<file path="src/rtl/rt_pkg.sv">
// Shared widths, FSM states and configuration record for the ray-tracing frame sequencer.
package rt_pkg;
    localparam int COORD_W = 8;
    localparam int COLOR_W = 8;

    typedef enum logic [1:0] {
        IDLE,
        CHECK,
        RUN,
        DRAIN
    } seq_state_t;

    typedef struct packed {
        logic [COORD_W-1:0] pos_x;
        logic [COORD_W-1:0] pos_y;
        logic [COORD_W-1:0] pos_z;
        logic [COORD_W-1:0] dir_x;
        logic [COORD_W-1:0] dir_y;
        logic [COORD_W-1:0] dir_z;
        logic [COORD_W-1:0] distance;
        logic [COORD_W-1:0] width;
        logic [COORD_W-1:0] height;
    } cam_cfg_t;
endpackage

</file>
<file path="src/rtl/raster_counter.sv">
// Raster-order pixel counter: walks x across a line, then steps y; flags first pixel,
// end of line and final pixel of the frame for the current position.
module raster_counter #(
    parameter int COORD_W = 8
) (
    input  logic               clk,
    input  logic               reset,
    input  logic               clear,
    input  logic               advance,
    input  logic [COORD_W-1:0] width,
    input  logic [COORD_W-1:0] height,
    output logic [COORD_W-1:0] x,
    output logic [COORD_W-1:0] y,
    output logic               first,
    output logic               eol,
    output logic               last
);
    logic [COORD_W-1:0] x_q, x_d;
    logic [COORD_W-1:0] y_q, y_d;

    always_comb begin
        x_d = x_q;
        y_d = y_q;
        if (clear) begin
            x_d = '0;
            y_d = '0;
        end else if (advance) begin
            if (eol) begin
                x_d = '0;
                y_d = last ? '0 : y_q + 1'b1;
            end else begin
                x_d = x_q + 1'b1;
            end
        end
    end

    always_ff @(posedge clk or posedge reset) begin
        if (reset) begin
            x_q <= '0;
            y_q <= '0;
        end else begin
            x_q <= x_d;
            y_q <= y_d;
        end
    end

    assign x     = x_q;
    assign y     = y_q;
    assign first = (x_q == '0) && (y_q == '0);
    assign eol   = (x_q == width - 1'b1);
    assign last  = eol && (y_q == height - 1'b1);
endmodule

</file>
<file path="src/rtl/frame_sequencer.sv">
// Frame scheduler for the RTU: latches and validates the camera/image config, issues one ray per
// pixel in raster order with a bounded in-flight window, and tags returned pixels with SOF/EOL.
module frame_sequencer #(
    parameter int COORD_W      = 8,
    parameter int MAX_INFLIGHT = 4,
    parameter int COLOR_W      = 8
) (
    input  logic               clk,
    input  logic               reset,
    input  logic               cfg_start,
    input  logic [COORD_W-1:0] image_width,
    input  logic [COORD_W-1:0] image_height,
    input  logic [COORD_W-1:0] camera_pos_x,
    input  logic [COORD_W-1:0] camera_pos_y,
    input  logic [COORD_W-1:0] camera_pos_z,
    input  logic [COORD_W-1:0] camera_dir_x,
    input  logic [COORD_W-1:0] camera_dir_y,
    input  logic [COORD_W-1:0] camera_dir_z,
    input  logic [COORD_W-1:0] camera_distance,
    output logic               busy,
    output logic               error,
    output logic               frame_done,
    output logic [COORD_W-1:0] cfg_image_width,
    output logic [COORD_W-1:0] cfg_image_height,
    output logic [COORD_W-1:0] cfg_camera_pos_x,
    output logic [COORD_W-1:0] cfg_camera_pos_y,
    output logic [COORD_W-1:0] cfg_camera_pos_z,
    output logic [COORD_W-1:0] cfg_camera_dir_x,
    output logic [COORD_W-1:0] cfg_camera_dir_y,
    output logic [COORD_W-1:0] cfg_camera_dir_z,
    output logic [COORD_W-1:0] cfg_camera_distance,
    output logic               ray_valid,
    input  logic               ray_ready,
    output logic [COORD_W-1:0] ray_x,
    output logic [COORD_W-1:0] ray_y,
    input  logic               px_valid,
    output logic               px_ready,
    input  logic [COLOR_W-1:0] px_r,
    input  logic [COLOR_W-1:0] px_g,
    input  logic [COLOR_W-1:0] px_b,
    output logic               out_valid,
    input  logic               out_ready,
    output logic               out_sof,
    output logic               out_eol,
    output logic [COLOR_W-1:0] out_r,
    output logic [COLOR_W-1:0] out_g,
    output logic [COLOR_W-1:0] out_b
);
    import rt_pkg::*;

    // Wide enough for MAX_INFLIGHT up to 15.
    localparam int IFW = 4;

    seq_state_t     state_q, state_d;
    cam_cfg_t       cfg_q, cfg_d;
    logic           error_q, error_d;
    logic [IFW-1:0] inflight_q, inflight_d;

    logic active, issue, ret, ctr_clear, cfg_zero;
    logic iss_last, ret_first, ret_eol, ret_last;
    logic iss_unused_first, iss_unused_eol;
    logic [COORD_W-1:0] ret_unused_x, ret_unused_y;

    assign active   = (state_q == RUN) || (state_q == DRAIN);
    assign ray_valid = (state_q == RUN) && (inflight_q < IFW'(MAX_INFLIGHT));
    assign issue    = ray_valid && ray_ready;
    assign px_ready = out_ready && active;
    assign out_valid = px_valid && active;
    assign ret      = px_valid && px_ready;
    assign cfg_zero = (cfg_q.width == '0) || (cfg_q.height == '0) || (cfg_q.distance == '0);

    always_comb begin
        state_d   = state_q;
        cfg_d     = cfg_q;
        error_d   = error_q;
        ctr_clear = 1'b0;
        case (state_q)
            IDLE: begin
                if (cfg_start) begin
                    cfg_d = '{pos_x: camera_pos_x, pos_y: camera_pos_y, pos_z: camera_pos_z,
                              dir_x: camera_dir_x, dir_y: camera_dir_y, dir_z: camera_dir_z,
                              distance: camera_distance, width: image_width,
                              height: image_height};
                    error_d = 1'b0;
                    state_d = CHECK;
                end
            end
            CHECK: begin
                if (cfg_zero) begin
                    error_d = 1'b1;
                    state_d = IDLE;
                end else begin
                    ctr_clear = 1'b1;
                    state_d   = RUN;
                end
            end
            RUN: begin
                if (ret && ret_last) begin
                    state_d = IDLE;
                end else if (issue && iss_last) begin
                    state_d = DRAIN;
                end
            end
            DRAIN: begin
                if (ret && ret_last) begin
                    state_d = IDLE;
                end
            end
            default: state_d = IDLE;
        endcase
    end

    // Simultaneous issue and return cancel out; the issue gate keeps this within MAX_INFLIGHT.
    always_comb begin
        inflight_d = ctr_clear ? '0 : inflight_q + IFW'(issue) - IFW'(ret);
    end

    always_ff @(posedge clk or posedge reset) begin
        if (reset) begin
            state_q    <= IDLE;
            cfg_q      <= '0;
            error_q    <= 1'b0;
            inflight_q <= '0;
        end else begin
            state_q    <= state_d;
            cfg_q      <= cfg_d;
            error_q    <= error_d;
            inflight_q <= inflight_d;
        end
    end

    raster_counter #(.COORD_W(COORD_W)) u_issue_ctr (
        .clk     (clk),
        .reset   (reset),
        .clear   (ctr_clear),
        .advance (issue),
        .width   (cfg_q.width),
        .height  (cfg_q.height),
        .x       (ray_x),
        .y       (ray_y),
        .first   (iss_unused_first),
        .eol     (iss_unused_eol),
        .last    (iss_last)
    );

    raster_counter #(.COORD_W(COORD_W)) u_return_ctr (
        .clk     (clk),
        .reset   (reset),
        .clear   (ctr_clear),
        .advance (ret),
        .width   (cfg_q.width),
        .height  (cfg_q.height),
        .x       (ret_unused_x),
        .y       (ret_unused_y),
        .first   (ret_first),
        .eol     (ret_eol),
        .last    (ret_last)
    );

    assign busy       = (state_q != IDLE);
    assign error      = error_q;
    assign frame_done = ret && ret_last;
    assign out_sof    = out_valid && ret_first;
    assign out_eol    = out_valid && ret_eol;
    assign out_r      = px_r;
    assign out_g      = px_g;
    assign out_b      = px_b;

    assign cfg_image_width     = cfg_q.width;
    assign cfg_image_height    = cfg_q.height;
    assign cfg_camera_pos_x    = cfg_q.pos_x;
    assign cfg_camera_pos_y    = cfg_q.pos_y;
    assign cfg_camera_pos_z    = cfg_q.pos_z;
    assign cfg_camera_dir_x    = cfg_q.dir_x;
    assign cfg_camera_dir_y    = cfg_q.dir_y;
    assign cfg_camera_dir_z    = cfg_q.dir_z;
    assign cfg_camera_distance = cfg_q.distance;
endmodule

</file>
<file path="config.mk">
export PLATFORM = sky130hd
export DESIGN_NAME = frame_sequencer
export DESIGN_NICKNAME = d
export VERILOG_FILES = /design/src/rtl/rt_pkg.sv /design/src/rtl/raster_counter.sv /design/src/rtl/frame_sequencer.sv
export SDC_FILE = /design/constraint.sdc
export NUM_CORES = 1
export LEC_CHECK = 0
export CELL_PAD_IN_SITES_DETAIL_PLACEMENT = 0
export CELL_PAD_IN_SITES_GLOBAL_PLACEMENT = 1
export CORE_UTILIZATION = 31
export DETAILED_ROUTE_END_ITERATION = 12
export GPL_TIMING_DRIVEN = 0
export PLACE_DENSITY = 0.83
export SLEW_MARGIN = 20
export SYNTH_ARGS = -nofsm -noshare
export SYNTH_HDL_FRONTEND = slang
export SYNTH_SLANG_ARGS = --single-unit
</file>
<file path="constraint.sdc">
create_clock -name clk -period 3.9 [get_ports clk]
set_clock_uncertainty 0.2 [all_clocks]
set_input_delay 0.975 -clock clk [delete_from_list [all_inputs] [get_ports clk]]
set_output_delay 0.975 -clock clk [all_outputs]
set_load 0.1 [all_outputs]
</file>
==> results_dict.tcl <==
set metrics [dict create \
    status "finished clean" \
    viasPerCell 4.851 \
    ys_async_sr_fraction_pct 100.0 \
    die_area_um2 20990 \
    worstHoldStart "error" \
    dpl_worst_slack_ns -0.8395 \
    cts-root-buf "clkbuf_16" \
    final_cell_mix "192 x clkdlybuf4s50_1, 104 x dfrtp_1, 67 x mux2_2" \
    ios 222 \
    row_count 51 \
    finalNonFillerCells 1103 \
    path_clk_slew_ns 0.08 \
    reg2reg_slack_ns 0.76 \
    h-tree-depth 3 \
    holdPathStages 2 \
    slowest_delay_ns 0.50 \
    postRouteAntennaNets 0 \
    yosysUniqueCellTypes 64 \
    endpoint_kind "output port" \
    fin_crit_sh_pct 98.62 \
    reg2reg_from "cfg_image_width[0]" \
    timing.final.ws_setup_ns 0.05379 \
    fmax_ghz 0.2600 \
    cts-hold-fix-buffers 0 \
    die_y_um 144.9 \
    worstPathCellList "clkinv_4 -> ha_4 -> nor3b_4 -> a311oi_2 -> nand3_1 -> a211oi_2 -> nand4_1 -> nor4_4 -> buf_6" \
    final_hold_viol_count 0 \
    io_buffers 197 \
    cts_sinks 111 \
    hold_ws_ns 0.2920 \
    worst_pin_slew_ns 1.023 \
    rsz0062_at_grt "yes" \
    grt_max_degree 26 \
    place_inst 1072 \
    fillers 1884 \
    period_needed_ns 3.846 \
    syn2layout_area_growth_pct 46.53 \
    cp-start-kind "flip-flop" \
    grt.total_usage_pct 17.11 \
    wl_per_cell_um 15.86 \
    yosysSeqAreaShare_pct 43.88 \
    overflow 0 \
    dr.pass1.iters 4 \
    ys_ff_latch 111 \
    final_common_cell "clkdlybuf4s50_1" \
    chipWidth_um 144.9 \
    synth_edf_count 0 \
    synth_ff_type "dfrtp_1" \
    crit_buf_inv 2 \
    min_to "error" \
    relSlewSlack_pct 31.60 \
    syn_nets 724 \
    setup_viol 0 \
    synth_area_per_cell_um2 10.45 \
    drt_iter0_markers 262 \
    initial_core_util_pct 32.10 \
    tritoncts "built" \
    cp_max_fo 8 \
    place_congestion 0.7894 \
    r2r_end "u_issue_ctr.y[2]" \
    synth_cells 606 \
    critPathArrivalTime_ns 2.67 \
    grt_pass1_vias 5237 \
    core_um2 19720 \
    critPathTopFamily "simple AND/OR/NAND/NOR gates" \
    r2r_cells 11 \
    synth.cell_area_um2 6330 \
    route.detailed.drc 0 \
    layout-drive-gt1-share_pct 21.96 \
    clk_latency_ns 0.36 \
    diodes 0 \
    hpwlAfterDp_mm 13.22 \
    vias 5351 \
    grt_pass1_wl_mm 27.71 \
    finalWirelength_mm 17.49 \
    antenna_found_initial 0 \
    max_cap_violations 0 \
    hold_class "flip-flop to flip-flop" \
    cp_slowest_cell "dfrtp_2" \
    worstPathRequired_ns 2.72 \
    synth_warnings 0 \
    cts_buffer_depth 2 \
    finalNetCount 951 \
    cts_buffers 9 \
    critPathKind "flip-flop to output port" \
    slew_violations 0 \
]
[cells by family after synthesis]
group	share of synthesized area [%]
AO/OA/AOI/OAI	8.381
XOR/XNOR	6.800
adder cells (fa/ha/maj)	3.281
buffers and inverters	6.582
flip-flops	43.88
multiplexers	11.92
AND/OR/NAND/NOR	19.15
[state kept, by name (all words and copies together) (netlist names)]
register             count
error                    1
cfg_camera_dir_z         8
cfg_camera_pos_y         8
state_q                  2
cfg_camera_distance      8
cfg_camera_dir_x         8
inflight_q               4
cfg_image_width          8
cfg_camera_pos_x         8
cfg_image_height         8
u_return_ctr.x           8
u_issue_ctr.y            8
cfg_camera_pos_z         8
u_issue_ctr.x            8
u_return_ctr.y           8
cfg_camera_dir_y         8
[metal layers]
metal | routed length [µm] | track usage (%) | up-vias
met5 | 0 | 0 | -
met4 | 91 | 3.657 | 0
met3 | 1424 | 5.462 | 7
met2 | 8622 | 28.72 | 170
met1 | 7353 | 21.40 | 2592
li1 | - | - | 2582
[tightest hold or removal path: stages, from the launching register on]
cell and delay [ns]:
dfrtp_1 0.36, nand2_1 0.05, nand2_1 0.05
[worst max path at each step]
stage	from	end	slack (ns)	cells past startpoint
2_1_floorplan	cfg_image_width[5]	frame_done	-0.46	7
3_3_place_gp	px_valid	frame_done	-0.86	6
5_1_grt	cfg_image_width[1]	frame_done	-0.06	9
4_1_cts	cfg_image_width[0]	frame_done	-0.08	11
6_report	cfg_image_width[0]	frame_done	0.05	9
3_5_place_dp	px_valid	frame_done	-0.84	6
[layout make-up]
class | instances | area (µm²) | area share (%)
multi-input cells | 416 | 3242 | 34.95
well taps | 265 | 331.6 | 3.575
plain buffers | 57 | 329.1 | 3.548
repair buffers | 219 | 2201 | 23.73
flip-flops and latches | 111 | 2786 | 30.04
inverters | 19 | 80.08 | 0.8633
clock buffers | 10 | 229.0 | 2.469
clock inverters | 6 | 76.32 | 0.8229
[metrics by stage]
| step | setup TNS [ns] | util [%] | instance area, µm² |
|---|---|---|---|
| final | 0 | 47.04 | 9275 |
| after global routing | -0.06762 | 47.04 | 9275 |
| after CTS | -0.08005 | 46.39 | 9146 |
| after detailed placement | -1.724 | 44.57 | 8788 |
| after global placement | -1.755 | 44.09 | 8693 |
| after floorplan | -0.4581 | - | 6390 |
[synth_stat cells (4+ instances only)]
cell type	count	area share [%]
nand2_1	44	2.6
dfrtp_1	111	44
nand3_1	38	3.0
clkbuf_1	28	1.7
xor2_1	11	1.5
and3_1	12	1.2
nand4_1	7	0.69
a21oi_1	27	2.1
and2_1	9	0.89
ha_1	15	3.0
xnor2_1	20	2.8
mux2_2	67	12
or3_1	9	0.89
or2_2	6	0.59
nor2b_1	4	0.40
o21ai_0	15	1.2
nor4_1	11	1.1
xnor3_1	6	2.1
nand2b_1	7	0.69
o211ai_1	4	0.47
nor3_1	13	1.0
nand3b_1	4	0.47
buf_4	25	3.0
o221ai_1	4	0.55
a31oi_1	11	1.1
nor2_1	25	1.5
inv_1	18	1.1
[what timing repair did]
action | 4_1_cts | 5_1_grt
endpoints found under the hold margin | 0 | 0
resized for setup | 22 | 20
endpoints found under the setup margin | 4 | 3
pin swaps | 2 | 6
buffers inserted | 4 | 14
Power is left out: the tool's default activity adds up to more than one toggle a clock period on the data nets, which glitch-free logic cannot reach.
